<file path="src/rtl/evu_channel_array.sv">
// Event-unit channel array: per-channel event select and prescale, fire records buffered in a FIFO.
// Optional EVU_TIMESTAMP_EN adds a free-running cycle counter stored per record (out_ts_o).
module evu_channel_array #(
  parameter int unsigned NUM_CH     = 4,
  parameter int unsigned NUM_EVENTS = 16,
  parameter int unsigned SEL_W      = $clog2(NUM_EVENTS),
  parameter int unsigned CNT_W      = 16,
  parameter int unsigned ASID_WIDTH = 16,
  parameter int unsigned FIFO_DEPTH = 4
) (
  input  logic                    clk_i,
  input  logic                    rst_i,
  input  logic [NUM_EVENTS-1:0]   events_i,
  input  logic [NUM_CH-1:0]       ch_en_i,
  input  logic [NUM_CH*SEL_W-1:0] sel_i,
  input  logic [NUM_CH*CNT_W-1:0] thresh_i,
  input  logic                    cfg_update_i,
  input  logic                    clear_i,
  input  logic [1:0]              priv_lvl_i,
  input  logic [ASID_WIDTH-1:0]   asid_i,
  output logic                    out_valid_o,
  input  logic                    out_ready_i,
  output logic [NUM_CH-1:0]       out_e_id_o,
  output logic [ASID_WIDTH+1:0]   out_e_info_o,
  output logic                    overflow_o,
  output logic [CNT_W-1:0]        drop_cnt_o
`ifdef EVU_TIMESTAMP_EN
  ,
  output logic [31:0]             out_ts_o
`endif
);

  localparam int unsigned INFO_W = ASID_WIDTH + 2;
  localparam int unsigned PTR_W  = $clog2(FIFO_DEPTH);

  logic [NUM_CH-1:0] fire;
  logic [1:0]        priv_enc;
  logic [INFO_W-1:0] info;

  // Per-channel shadow config and prescale counter.
  for (genvar c = 0; c < NUM_CH; c++) begin : g_ch
    logic [SEL_W-1:0] sel_q;
    logic [CNT_W-1:0] thresh_q;
    logic [CNT_W-1:0] cnt_q;
    logic [CNT_W:0]   cnt_inc;
    logic [CNT_W:0]   thr_eff;
    logic             ev;

    assign ev      = (32'(sel_q) < NUM_EVENTS) ? events_i[sel_q] : 1'b0;
    assign thr_eff = (thresh_q == '0) ? (CNT_W+1)'(1) : {1'b0, thresh_q};
    assign cnt_inc = {1'b0, cnt_q} + (CNT_W+1)'(1);
    assign fire[c] = !cfg_update_i && ch_en_i[c] && ev && (cnt_inc == thr_eff);

    always_ff @(posedge clk_i or posedge rst_i) begin
      if (rst_i) begin
        sel_q    <= '0;
        thresh_q <= '0;
        cnt_q    <= '0;
      end else if (cfg_update_i) begin
        sel_q    <= sel_i[c*SEL_W +: SEL_W];
        thresh_q <= thresh_i[c*CNT_W +: CNT_W];
        cnt_q    <= '0;
      end else if (ch_en_i[c] && ev) begin
        cnt_q    <= fire[c] ? '0 : cnt_inc[CNT_W-1:0];
      end
    end
  end

  // Privilege context encoding; reserved level maps to 00.
  always_comb begin
    priv_enc = 2'b00;
    case (priv_lvl_i)
      2'b11:   priv_enc = 2'b01;
      2'b01:   priv_enc = 2'b10;
      2'b00:   priv_enc = 2'b11;
      default: priv_enc = 2'b00;
    endcase
  end

  assign info = {priv_enc, asid_i};

  logic [NUM_CH-1:0] mem_id   [FIFO_DEPTH];
  logic [INFO_W-1:0] mem_info [FIFO_DEPTH];
  logic [PTR_W-1:0]  wr_ptr, rd_ptr;
  logic [PTR_W:0]    count_q, count_next;
  logic              valid_q;
  logic              push, pop, full, accept, drop;

  assign push   = |fire;
  assign pop    = valid_q && out_ready_i;
  assign full   = (count_q == (PTR_W+1)'(FIFO_DEPTH));
  assign accept = push && (!full || pop);
  assign drop   = push && full && !pop;

  always_comb begin
    count_next = count_q + (PTR_W+1)'(accept) - (PTR_W+1)'(pop);
  end

  always_ff @(posedge clk_i or posedge rst_i) begin
    if (rst_i) begin
      wr_ptr  <= '0;
      rd_ptr  <= '0;
      count_q <= '0;
      valid_q <= 1'b0;
    end else begin
      if (accept) wr_ptr <= wr_ptr + PTR_W'(1);
      if (pop)    rd_ptr <= rd_ptr + PTR_W'(1);
      count_q <= count_next;
      valid_q <= (count_next != '0);
    end
  end

  // Storage needs no reset; head outputs are masked while empty.
  always_ff @(posedge clk_i) begin
    if (accept) begin
      mem_id[wr_ptr]   <= fire;
      mem_info[wr_ptr] <= info;
    end
  end

  assign out_valid_o  = valid_q;
  assign out_e_id_o   = valid_q ? mem_id[rd_ptr]   : '0;
  assign out_e_info_o = valid_q ? mem_info[rd_ptr] : '0;

  // Drop accounting; a drop in the clear cycle restarts the count at one.
  always_ff @(posedge clk_i or posedge rst_i) begin
    if (rst_i) begin
      overflow_o <= 1'b0;
      drop_cnt_o <= '0;
    end else if (clear_i) begin
      overflow_o <= drop;
      drop_cnt_o <= drop ? CNT_W'(1) : '0;
    end else if (drop) begin
      overflow_o <= 1'b1;
      if (drop_cnt_o != '1) drop_cnt_o <= drop_cnt_o + CNT_W'(1);
    end
  end

`ifdef EVU_TIMESTAMP_EN
  logic [31:0] ts_q;
  logic [31:0] mem_ts [FIFO_DEPTH];

  always_ff @(posedge clk_i or posedge rst_i) begin
    if (rst_i) ts_q <= '0;
    else       ts_q <= ts_q + 32'd1;
  end

  always_ff @(posedge clk_i) begin
    if (accept) mem_ts[wr_ptr] <= ts_q;
  end

  assign out_ts_o = valid_q ? mem_ts[rd_ptr] : '0;
`else
  // Entries hold only fire bits and context.
`endif

endmodule

</file>
<file path="config.mk">
export PLATFORM = sky130hd
export DESIGN_NAME = evu_channel_array
export DESIGN_NICKNAME = d
export VERILOG_FILES = /design/src/rtl/evu_channel_array.sv
export SDC_FILE = /design/constraint.sdc
export NUM_CORES = 1
export LEC_CHECK = 0
export ABC_AREA = 1
export CAP_MARGIN = 20
export CORE_MARGIN = 10
export CORE_UTILIZATION = 45
export DETAILED_ROUTE_END_ITERATION = 16
export HOLD_SLACK_MARGIN = 0.15
export PLACE_DENSITY = 0.66
export SYNTH_ARGS = -nofsm -noshare
export SYNTH_HDL_FRONTEND = slang
export SYNTH_SLANG_ARGS = --single-unit
</file>
<file path="constraint.sdc">
create_clock -name clk_i -period 6.9 [get_ports clk_i]
set_clock_uncertainty 0.2 [all_clocks]
set_input_delay 1.38 -clock clk_i [delete_from_list [all_inputs] [get_ports clk_i]]
set_output_delay 1.38 -clock clk_i [all_outputs]
set_load 0.01 [all_outputs]
</file>
==> flow_metrics.env <==
export IMPL_syn_area_sq_um=14000
export IMPL_vias=12700
export IMPL_path_clk_slew_ns=0.06
export IMPL_layout_worst_path_cycle_share=0.720
export IMPL_nFillCells=2874
export IMPL_grt_pass1_wl_um=64500
export IMPL_syn_nets=1972
export IMPL_antenna_found_initial=1
export IMPL_synthAdderAreaFrac=0.0139
export IMPL_yosysSeqAreaShare=0.490
export IMPL_clkLatencyLatePin_ns=0.55
export IMPL_internal_power_mw=3.03
export IMPL_cts_tree="done"
export IMPL_dr_pass1_iters=5
export IMPL_grt_max_degree=170
export IMPL_min_path_cells=2
export IMPL_wl_um=39500
export IMPL_synth_simple_gate_area_frac=0.297
export IMPL_critPathMaxFanout=24
export IMPL_p_clk_frac=0.374
export IMPL_synth_top_family_by_area="simple AND/OR/NAND/NOR gates"
export IMPL_cts_max_path_buffers=3
export IMPL_io_buffers=162
export IMPL_dr_first_iter_drc_count=881
export IMPL_yosys_register_bits=257
export IMPL_dpl_cell_count=2343
export IMPL_crit_chain="inv_1 -> nor2_1 -> o21ai_0 -> a21oi_1 -> clkdlybuf4s50_1"
export IMPL_maxCapViolCount=0
export IMPL_path_class="flip-flop to output port"
export IMPL_hold_path_endpoint="g_ch[3].thresh_q[12]"
export IMPL_syn_inst=1834
export IMPL_root_buffer="clkbuf_16"
export IMPL_core_area_sq_um=30700
export IMPL_setup_violations=0
export IMPL_pwr_share_comb=0.222
export IMPL_htree_levels=1
export IMPL_die_h_um=197
export IMPL_start_util=0.458
export IMPL_area_growth_pct=21.3
export IMPL_rows=64
export IMPL_cts_setup_buffers=0
export IMPL_p_leak_nw=7.37
export IMPL_min_delay_start="g_ch[3].thresh_q[12]"
export IMPL_r2r_end="out_valid_o"
export IMPL_numCtsBuffers=29
export IMPL_sw_frac_of_total=0.295
export IMPL_clock_sinks=257
export IMPL_rsz0062_at_grt="false"
export IMPL_slew_violations=0
export IMPL_r2r_start="g_ch[1].cnt_q[1]"
export IMPL_power_frac_seq=0.404
export IMPL_postSynthAreaPerCell_sq_um=7.65
export IMPL_power_density_nw_per_um2=252
export IMPL_synth_warnings=0
export IMPL_layout_common_cells="nand2_1, nor2_1, inv_1"
export IMPL_cts_hold_buf=0
export IMPL_synth_edf_count=88
export IMPL_ios=163
export IMPL_ir_drop_mv=0.177
export IMPL_grt_overflow=0
export IMPL_critPathMaxStageDelay_ns=0.98
export IMPL_synth_compound_area_frac=0.104
export IMPL_gp_congestion=0.898
export IMPL_drt_wirelength_per_cell_um=16.5
export IMPL_min_period_ns=4.96
export IMPL_tightest_slew_ns=1.08
export IMPL_hpwl_um=28300
export IMPL_fmaxAchievable_mhz=201
export IMPL_antenna_left=0
export IMPL_crit_required_ns=5.32
export IMPL_final_common_cell="nand2_1"
export IMPL_nets=2116
export IMPL_maxSlewHeadroom=0.282
export IMPL_reg2regPathDepth=23
export IMPL_hold_path_class="flip-flop to flip-flop"
export IMPL_synth_xor_area_frac=0.0188
export IMPL_rrSetupSlack_ns=2.80
export IMPL_cp_end_kind="output port"
export IMPL_grt_usage=0.200
export IMPL_post_route_drc_count=0
export IMPL_ctsResizeCount=0
export IMPL_synth_mux_area_frac=0
export IMPL_arrival_ns=3.38
export IMPL_yosysUniqueCellTypes=41
export IMPL_die_area_sq_um=38700
export IMPL_setup_tns_ns=0
export IMPL_critPathSlowestCell="dfrtp_1"
export IMPL_die_x_um=197
export IMPL_stdcell_count=2397
export IMPL_viasPerCell=5.28
export IMPL_drive_gt1_frac=0.0480
export IMPL_grt_pass1_vias=12400
export IMPL_startpoint_type="flip-flop"
export IMPL_synth_ff_type="dfrtp_1"
export IMPL_outcome="complete, no violations"
export IMPL_synthArstFlopShare=0.658
export IMPL_finalHoldViolations=0
export IMPL_power_switching_mw=1.27
export IMPL_post_route_util=0.555
[power by group through the flow]
stage | Clock, mW | Sequential (mW) | Combinational (mW)
floorplan | 0 | 1.71 | 0.565
global placement | 0 | 1.76 | 0.930
detailed placement | 0 | 1.76 | 0.962
CTS | 1.64 | 1.73 | 0.966
global route | 1.71 | 1.75 | 1.08
finish | 1.61 | 1.74 | 0.951
[cell usage after synthesis (2+ instances only)]
cell type  instances  share of area
a32o_1             3         0.0021
o22ai_1           20         0.0089
clkbuf_1          42          0.011
nor2_4             7         0.0056
xnor3_1            2         0.0032
o211ai_1          15         0.0080
buf_2             14         0.0050
buf_6              2         0.0016
edfxtp_1          88           0.19
clkinv_1           3        0.00080
nand2_1          497           0.13
a21oi_1           47          0.017
inv_1            209          0.056
buf_1              3        0.00080
nor2_1           228          0.061
dfrtp_1          169           0.30
ha_1              14          0.012
nand3_1          182          0.065
xor2_1            16          0.010
xnor2_1            9         0.0056
nand4_1           40          0.018
o21ai_0          176          0.063
nor3_1             6         0.0021
nor2_2            11         0.0049
nand2_2            4         0.0018
nand3b_1           3         0.0016
inv_2              4         0.0011
o21bai_1           2         0.0011
o21ai_1            6         0.0021
[per-stage QoR]
step | hold WS (ns) | area (sq um) | setup WS, ns | power, mW
4_1_cts | 0.328 | 17000 | 1.89 | 4.34
2_1_floorplan | 0.266 | 14000 | 0.745 | 2.28
3_3_place_gp | 0.317 | 16000 | 1.58 | 2.69
6_report | 0.327 | 17000 | 1.94 | 4.30
5_1_grt | 0.338 | 17000 | 1.60 | 4.54
3_5_place_dp | 0.304 | 16000 | 1.52 | 2.72
[per-layer routing]
layer | up-vias | wire, um | part of all wire | global-route usage
met5 | - | 0 | 0 | 0
li1 | 6284 | - | - | -
met2 | 372 | 18000 | 0.46 | 0.318
met3 | 67 | 2370 | 0.060 | 0.0395
met4 | 0 | 907 | 0.023 | 0.0511
met1 | 5942 | 18200 | 0.46 | 0.275
[critical path: cells and delay by family (launching register included)]
family	cells	cell delay, ns
AO/OA/AOI/OAI	2	0.35
buffers and inverters	2	1.28
flip-flops	1	0.98
AND/OR/NAND/NOR	1	0.22
[worst max path at each step]
| stage | startpoint | to | slack, ns | depth (start not counted) |
|---|---|---|---|---|
| 2_1_floorplan | rst_i | count_q[0] | 0.74 | 1 |
| 4_1_cts | rd_ptr[1] | out_e_id_o[3] | 1.89 | 5 |
| 6_report | rd_ptr[1] | out_e_id_o[2] | 1.94 | 5 |
| 5_1_grt | rd_ptr[1] | out_e_id_o[2] | 1.60 | 5 |
| 3_5_place_dp | events_i[15] | out_valid_o | 1.52 | 21 |
| 3_3_place_gp | events_i[5] | out_valid_o | 1.58 | 21 |
[state kept, by name (all words and copies together), names as in the netlist]
name,count
out_valid_o,1
g_ch.thresh_q,64
drop_cnt_o,16
wr_ptr,2
mem_id,16
g_ch.cnt_q,64
overflow_o,1
count_q,3
rd_ptr,2
mem_info,72
g_ch.sel_q,16
[final cells by class]
| type | instances | area [sq um] | share of cell area |
|---|---|---|---|
| flip-flops and latches | 257 | 6870 | 0.404 |
| multi-input cells | 1300 | 6100 | 0.358 |
| repair buffers | 174 | 1740 | 0.102 |
| inverters | 216 | 816 | 0.0479 |
| clock buffers | 36 | 782 | 0.0459 |
| well taps | 396 | 495 | 0.0291 |
| clock inverters | 17 | 211 | 0.0124 |
| diodes | 1 | 2.50 | 0.000147 |
[kinds of logic (layout without fill, tap and decap cells)]
group,after synthesis,in the layout
AO/OA/AOI/OAI,273,273
adder cells (fa/ha/maj),15,15
flip-flops,257,257
AND/OR/NAND/NOR,985,985
XOR/XNOR,27,27
buffers and inverters,277,443
other,0,1
(Power assumes the default switching activity.)
==> RTL edit 1, RTL diff (same settings) <==
Put one more register stage on the output `overflow_o`, without a reset. The value now appears one clock later. The other outputs are not delayed to match.
--- a/src/rtl/evu_channel_array.sv
+++ b/src/rtl/evu_channel_array.sv
@@ -32,6 +32,8 @@
 
   localparam int unsigned INFO_W = ASID_WIDTH + 2;
   localparam int unsigned PTR_W  = $clog2(FIFO_DEPTH);
+
+  logic overflow_s0;
 
   logic [NUM_CH-1:0] fire;
   logic [1:0]        priv_enc;
@@ -125,13 +127,13 @@
   // Drop accounting; a drop in the clear cycle restarts the count at one.
   always_ff @(posedge clk_i or posedge rst_i) begin
     if (rst_i) begin
-      overflow_o <= 1'b0;
+      overflow_s0 <= 1'b0;
       drop_cnt_o <= '0;
     end else if (clear_i) begin
-      overflow_o <= drop;
+      overflow_s0 <= drop;
       drop_cnt_o <= drop ? CNT_W'(1) : '0;
     end else if (drop) begin
-      overflow_o <= 1'b1;
+      overflow_s0 <= 1'b1;
       if (drop_cnt_o != '1) drop_cnt_o <= drop_cnt_o + CNT_W'(1);
     end
   end
@@ -154,5 +156,9 @@
   // Entries hold only fire bits and context.
 `endif
 
+  always_ff @(posedge clk_i) begin
+    overflow_o <= overflow_s0;
+  end
+
 endmodule
 
Formal check against the unedited RTL: no difference found for any inputs over 4 cycles, from zero or initial values and one cycle with rst_i high; that may be too few to reach the edited logic, so the function may still have changed.
==> RTL edit 1 against the original RTL <==
  * Clock power decreased by 5%
  * Die area increased by 0.13%
  * Combinational power about the same
  * Maximum frequency increased by 1.7%
  * Register-to-register slack got worse by 50 ps
  * Power decreased by 1.8%
  * Wire length decreased by 1.1%
  * Count of clock-buffer cells in the layout increased by 5
  * Sequential cell count increased by 1
  * Sequential power about the same
  * Non-clock buffer count increased by 1
  * Synthesized area increased by 0.14%
  * Cell area decreased by 0.22%
  * Worst setup slack improved by 84 ps
==> RTL edit 1: results (changes against the original RTL) <==
Status
  • Status: completed

Global route
  • First-pass GRT wire length: 63.1 mm (-2.2%)
  • Initial antenna violation count: 4 (+3)
  • Vias in the first global route: 12300 (-0.53%)
  • Gr usage total: 19.6% (-0.37 points)
  • Pin count of the biggest net entering global routing: 73 (-57%)

Placement
  • Dpl ws: 1630 ps (+104 ps)
  • GPL Wtd Cong: 0.885 (-1.5%)
  • Dpl cell area: 16000 um2 (about the same)
  • Placed Cells: 2345 (+0.085%)
  • Dpl hpwl: 28.5 mm (+0.78%)

Setup path
  • Worst EP arrival: 3300 ps (-80 ps)
  • Flop-to-flop setup slack: 2750 ps (-50 ps)

STA
  • Final worst path period need: 4880 ps (-84.3 ps)
  • Hold WS: 167 ps (-160 ps)
  • Headroom to the max-slew limit: 36.4% (+8.2 points)

Synth
  • Avg Synthesized Cell Area: 7.66 um2 (about the same)
  • Dominant cells by area after synthesis: dfrtp_1 30%, edfxtp_1 19%, nand2_1 13%, nand3_1 6.5%, o21ai_0 6.3%
  • Post-synth EDFFs: 88 (unchanged)
  • Distinct cell type count after synthesis: 42 (+2.4%)
  • Async set-reset flop share out of synthesis: 65.5% (-0.25 points)
  • Mapped Cells: 1835 (+0.055%)
  • Syn_nets: 1973 (+0.051%)
  • Post-synthesis sequential area ratio: 49.0% (+0.073 points)

Power and ir drop
  • Peak supply drop: 0.183 mV (+3.4%)
  • Switching share of power: 29.2% (-0.26 points)
  • P_leak: 0.00734 uW (-0.37%)

Finish
  • Signal buffers: 175 (+0.57%)
  • ClkCell Share: 5.51% (-0.33 points)
  • Largest regs: mem_info: 72 flops, g_ch.cnt_q: 64 flops, g_ch.thresh_q: 64 flops
  • Antenna cells: 3 (+2)
  • Layout cell share with drive strength beyond 1: 4.55% (-0.25 points)
  • Clock buffers: 41 (+14%)
  • Flip-flop and latch count: 258 (+0.39%)
  • Filler cell count: 2888 (+0.49%)
  • Data buffer area share: 10.2% (about the same)
  • Multi-input gate share of total cell area: 35.9% (+0.079 points)
  • Non-filler cells, final: 2401 (+0.17%)
  • Register area: 6890 um2 (+0.29%)
  • Final nets: 2118 (+0.095%)

CTS
  • Resized Gates After CTS: 0 (unchanged)
  • Worst-skew pair later-pin latency: 550 ps (about the same)

Worst hold path
  • End of the worst hold path: overflow_o
  • Worst hold path stage count: 0 (-2)
  • Min-delay src: overflow_s0

Drt
  • Via count: 12500 (-0.95%)
  • Initial DRC Count: 724 (-18%)
  • Wire length per cell: 16.3 um (-1.3%)
-- RTL edit 1: changes by cell type after synthesis, sizes merged --
cell / change
dfxtp: +1
-- RTL edit 1: power by group through the flow --
stage          clock network [uW]  logic, uW  registers, uW
3_3_place_gp                    0        923           1770
3_5_place_dp                    0        958           1770
4_1_cts                      1560        961           1740
2_1_floorplan                   0        565           1720
6_report                     1530        949           1740
5_1_grt                      1630       1060           1750
-- RTL edit 1: cell families (layout without fill, tap and decap cells) --
family	Yosys count	in the layout	share of synthesized area [%]
XOR/XNOR	27	27	1.88
flip-flops	258	258	49.0
other	0	3	0
adder cells (fa/ha/maj)	15	15	1.39
buffers and inverters	277	444	7.63
AO/OA/AOI/OAI	273	273	10.4
AND/OR/NAND/NOR	985	985	29.7
-- RTL edit 1: metal layers --
metal	part of all wire [%]	global-route usage, %	wire [um]	vias up
li1	-	-	-	6279
met1	43	24.5	16700	5888
met2	49	33.8	19200	322
met3	5.7	3.67	2240	54
met4	2.2	5.98	876	2
met5	0.044	0	17	-
==> RTL edit 2, RTL diff (same flow settings) <==
Without the edit above. `NUM_EVENTS`: 16 -> 32.
--- a/src/rtl/evu_channel_array.sv
+++ b/src/rtl/evu_channel_array.sv
@@ -2,7 +2,7 @@
 // Optional EVU_TIMESTAMP_EN adds a free-running cycle counter stored per record (out_ts_o).
 module evu_channel_array #(
   parameter int unsigned NUM_CH     = 4,
-  parameter int unsigned NUM_EVENTS = 16,
+  parameter int unsigned NUM_EVENTS = 32,
   parameter int unsigned SEL_W      = $clog2(NUM_EVENTS),
   parameter int unsigned CNT_W      = 16,
   parameter int unsigned ASID_WIDTH = 16,
Ports: changed (resized events_i and sel_i); port bits go from 163 to 183. No check against the original RTL was run, so the function may have changed too.
==> RTL edit 2 against the original RTL <==
  * Sequential cell count rose by 4
  * Synthesized area grew 6.6%
  * Clock power rose by 4%
  * Power increased by 4.5%
  * Cell area increased by 7.2%
  * Worst setup slack gained 7.6 ps
  * Final cell count up 11%
  * Combinational power grew 9%
  * Wire length increased by 11%
==> RTL edit 2: results (changes against the original RTL) <==
CTS
  • Clk slew on worst S/H paths: 60 ps (about the same)
  • Worst-skew pair later-pin latency: 570 ps (+20 ps)
  • Root buf cell: clkbuf_16
  • TritonCTS Buffers: 31 (+6.9%)
  • Max clock buf depth: 3 (unchanged)
  • Post-CTS setup buffer count: 0 (unchanged)
  • Resized Gates After CTS: 0 (unchanged)
  • H-tree depth: 1 (unchanged)

Placement
  • Port Buf Inserts: 182 (+12%)
  • Dpl hpwl: 31.0 mm (+9.4%)
  • GPL Wtd Cong: 0.895 (-0.33%)
  • Dpl cell area: 17100 um2 (+7.0%)
  • Dpl ws: 1590 ps (+68.0 ps)
  • Placed Cells: 2591 (+11%)

Synth
  • Post-synthesis sequential area ratio: 46.6% (-2.4 points)
  • Async set-reset flop share out of synthesis: 66.3% (+0.52 points)
  • Syn_nets: 2178 (+10%)
  • Dominant cells by area after synthesis: dfrtp_1 29%, edfxtp_1 18%, nand2_1 16%, nand3_1 8.2%, nor2_1 5.7%
  • Synth warnings: 0 (unchanged)
  • Mapped Cells: 2020 (+10%)
  • Distinct cell type count after synthesis: 41 (unchanged)
  • Most instantiated cells after synthesis: 638 x nand2_1, 246 x nand3_1, 227 x nor2_1, 202 x inv_1, 173 x dfrtp_1
  • Post-synth EDFFs: 88 (unchanged)

Setup path
  • Worst R2R Start: g_ch[0].sel_q[0]
  • Slowest stage delay, CP: 970 ps
  • Crit-path max FO: 24 (unchanged)
  • Worst path top cell family by delay: buffers and inverters
  • CP startpoint: rd_ptr[1]
  • Worst path slowest cell: dfrtp_1

Worst hold path
  • Min-Delay Path Class: flop to flop
  • Min-delay src: overflow_o

Global route
  • Gr usage total: 20.9% (+0.90 points)
  • First-pass GRT wire length: 70.7 mm (+9.6%)
  • Pin count of the biggest net entering global routing: 108 (-36%)
  • Initial antenna violation count: 4 (+3)
  • Vias in the first global route: 13400 (+8.3%)

Finish
  • Filler cell count: 3135 (+9.1%)
  • Final nets: 2342 (+11%)
  • Largest regs: mem_info: 72 flops, g_ch.cnt_q: 64 flops, g_ch.thresh_q: 64 flops
  • Layout cell share with drive strength beyond 1: 5.70% (+0.90 points)

Drt
  • TritonRoute pass-1 iters: 5 (unchanged)
  • Via/cell ratio: 5.22 (-1.2%)
  • Post-Route WL: 43.8 mm (+11%)
  • Initial DRC Count: 910 (+3.3%)
  • Wire length per cell: 16.5 um (+0.31%)

Power and ir drop
  • Switching pwr: 1350 uW (+6.4%)
  • Peak supply drop: 0.189 mV (+6.8%)
  • P_leak: 0.00804 uW (+9.1%)

STA
  • Headroom to the max-slew limit: 33.3% (+5.1 points)

Status
  • Status: completed
## RTL edit 2: cell types whose count changed after synthesis, moves of 7 or more
cell,change
xor2_1,+7
buf_4,+9
nand2_1,+141
buf_2,-8
nand3_1,+64
o21ai_0,-11
nand3_2,+11
inv_1,-7
o211ai_1,-15
o22ai_1,+9
a21oi_1,-21
## RTL edit 2: logic make-up after synthesis
group | synth area share (%)
adders and majority gates | 1.30
AOI/OAI and AO/OA | 8.45
and+or+nand+nor | 34.0
DFF | 46.6
buffers and inverters | 7.56
xor gates and xnor gates | 2.06
## RTL edit 2: cell type report
type,count,area (um2),share of cell area [%]
antenna,4,10.0,0.0548
clock buffer,41,843,4.62
clock inverter,17,200,1.10
inverter,217,825,4.52
multi-input combinational,1478,6870,37.6
sequential,261,6970,38.2
tap,442,553,3.03
timing repair buffer,195,1980,10.8
## RTL edit 2: power by group through the flow
stage          Clock, uW  Combinational (uW)  Sequential (uW)
2_1_floorplan          0                 633             1740
3_3_place_gp           0                1020             1800
3_5_place_dp           0                1050             1800
4_1_cts             1710                1050             1770
5_1_grt             1770                1180             1780
6_report            1670                1040             1770
## RTL edit 2: path summary, 6_finish.rpt
| check | endpoint | slack, ps | cells past startpoint |
|---|---|---|---|
| setup / recovery | out_e_id_o[2] | 1940 | 5 |
| max in group asynchronous | g_ch[1].thresh_q[15] | 4260 | 4 |
| hold / removal | overflow_o | 330 | 2 |
| hold reg to reg | overflow_o | 330 | 2 |
| min in group asynchronous | drop_cnt_o[6] | 900 | 2 |
| setup reg to reg | out_valid_o | 2430 | 20 |
## RTL edit 2: routing by layer
metal  up-vias  GRT usage [%]  part of all wire (%)
li1       6920              -                     -
met1      6525           28.1                    45
met2       362           34.1                    48
met3        58           3.12                   5.0
met4         0           6.47                   2.2
met5         -              0                     0
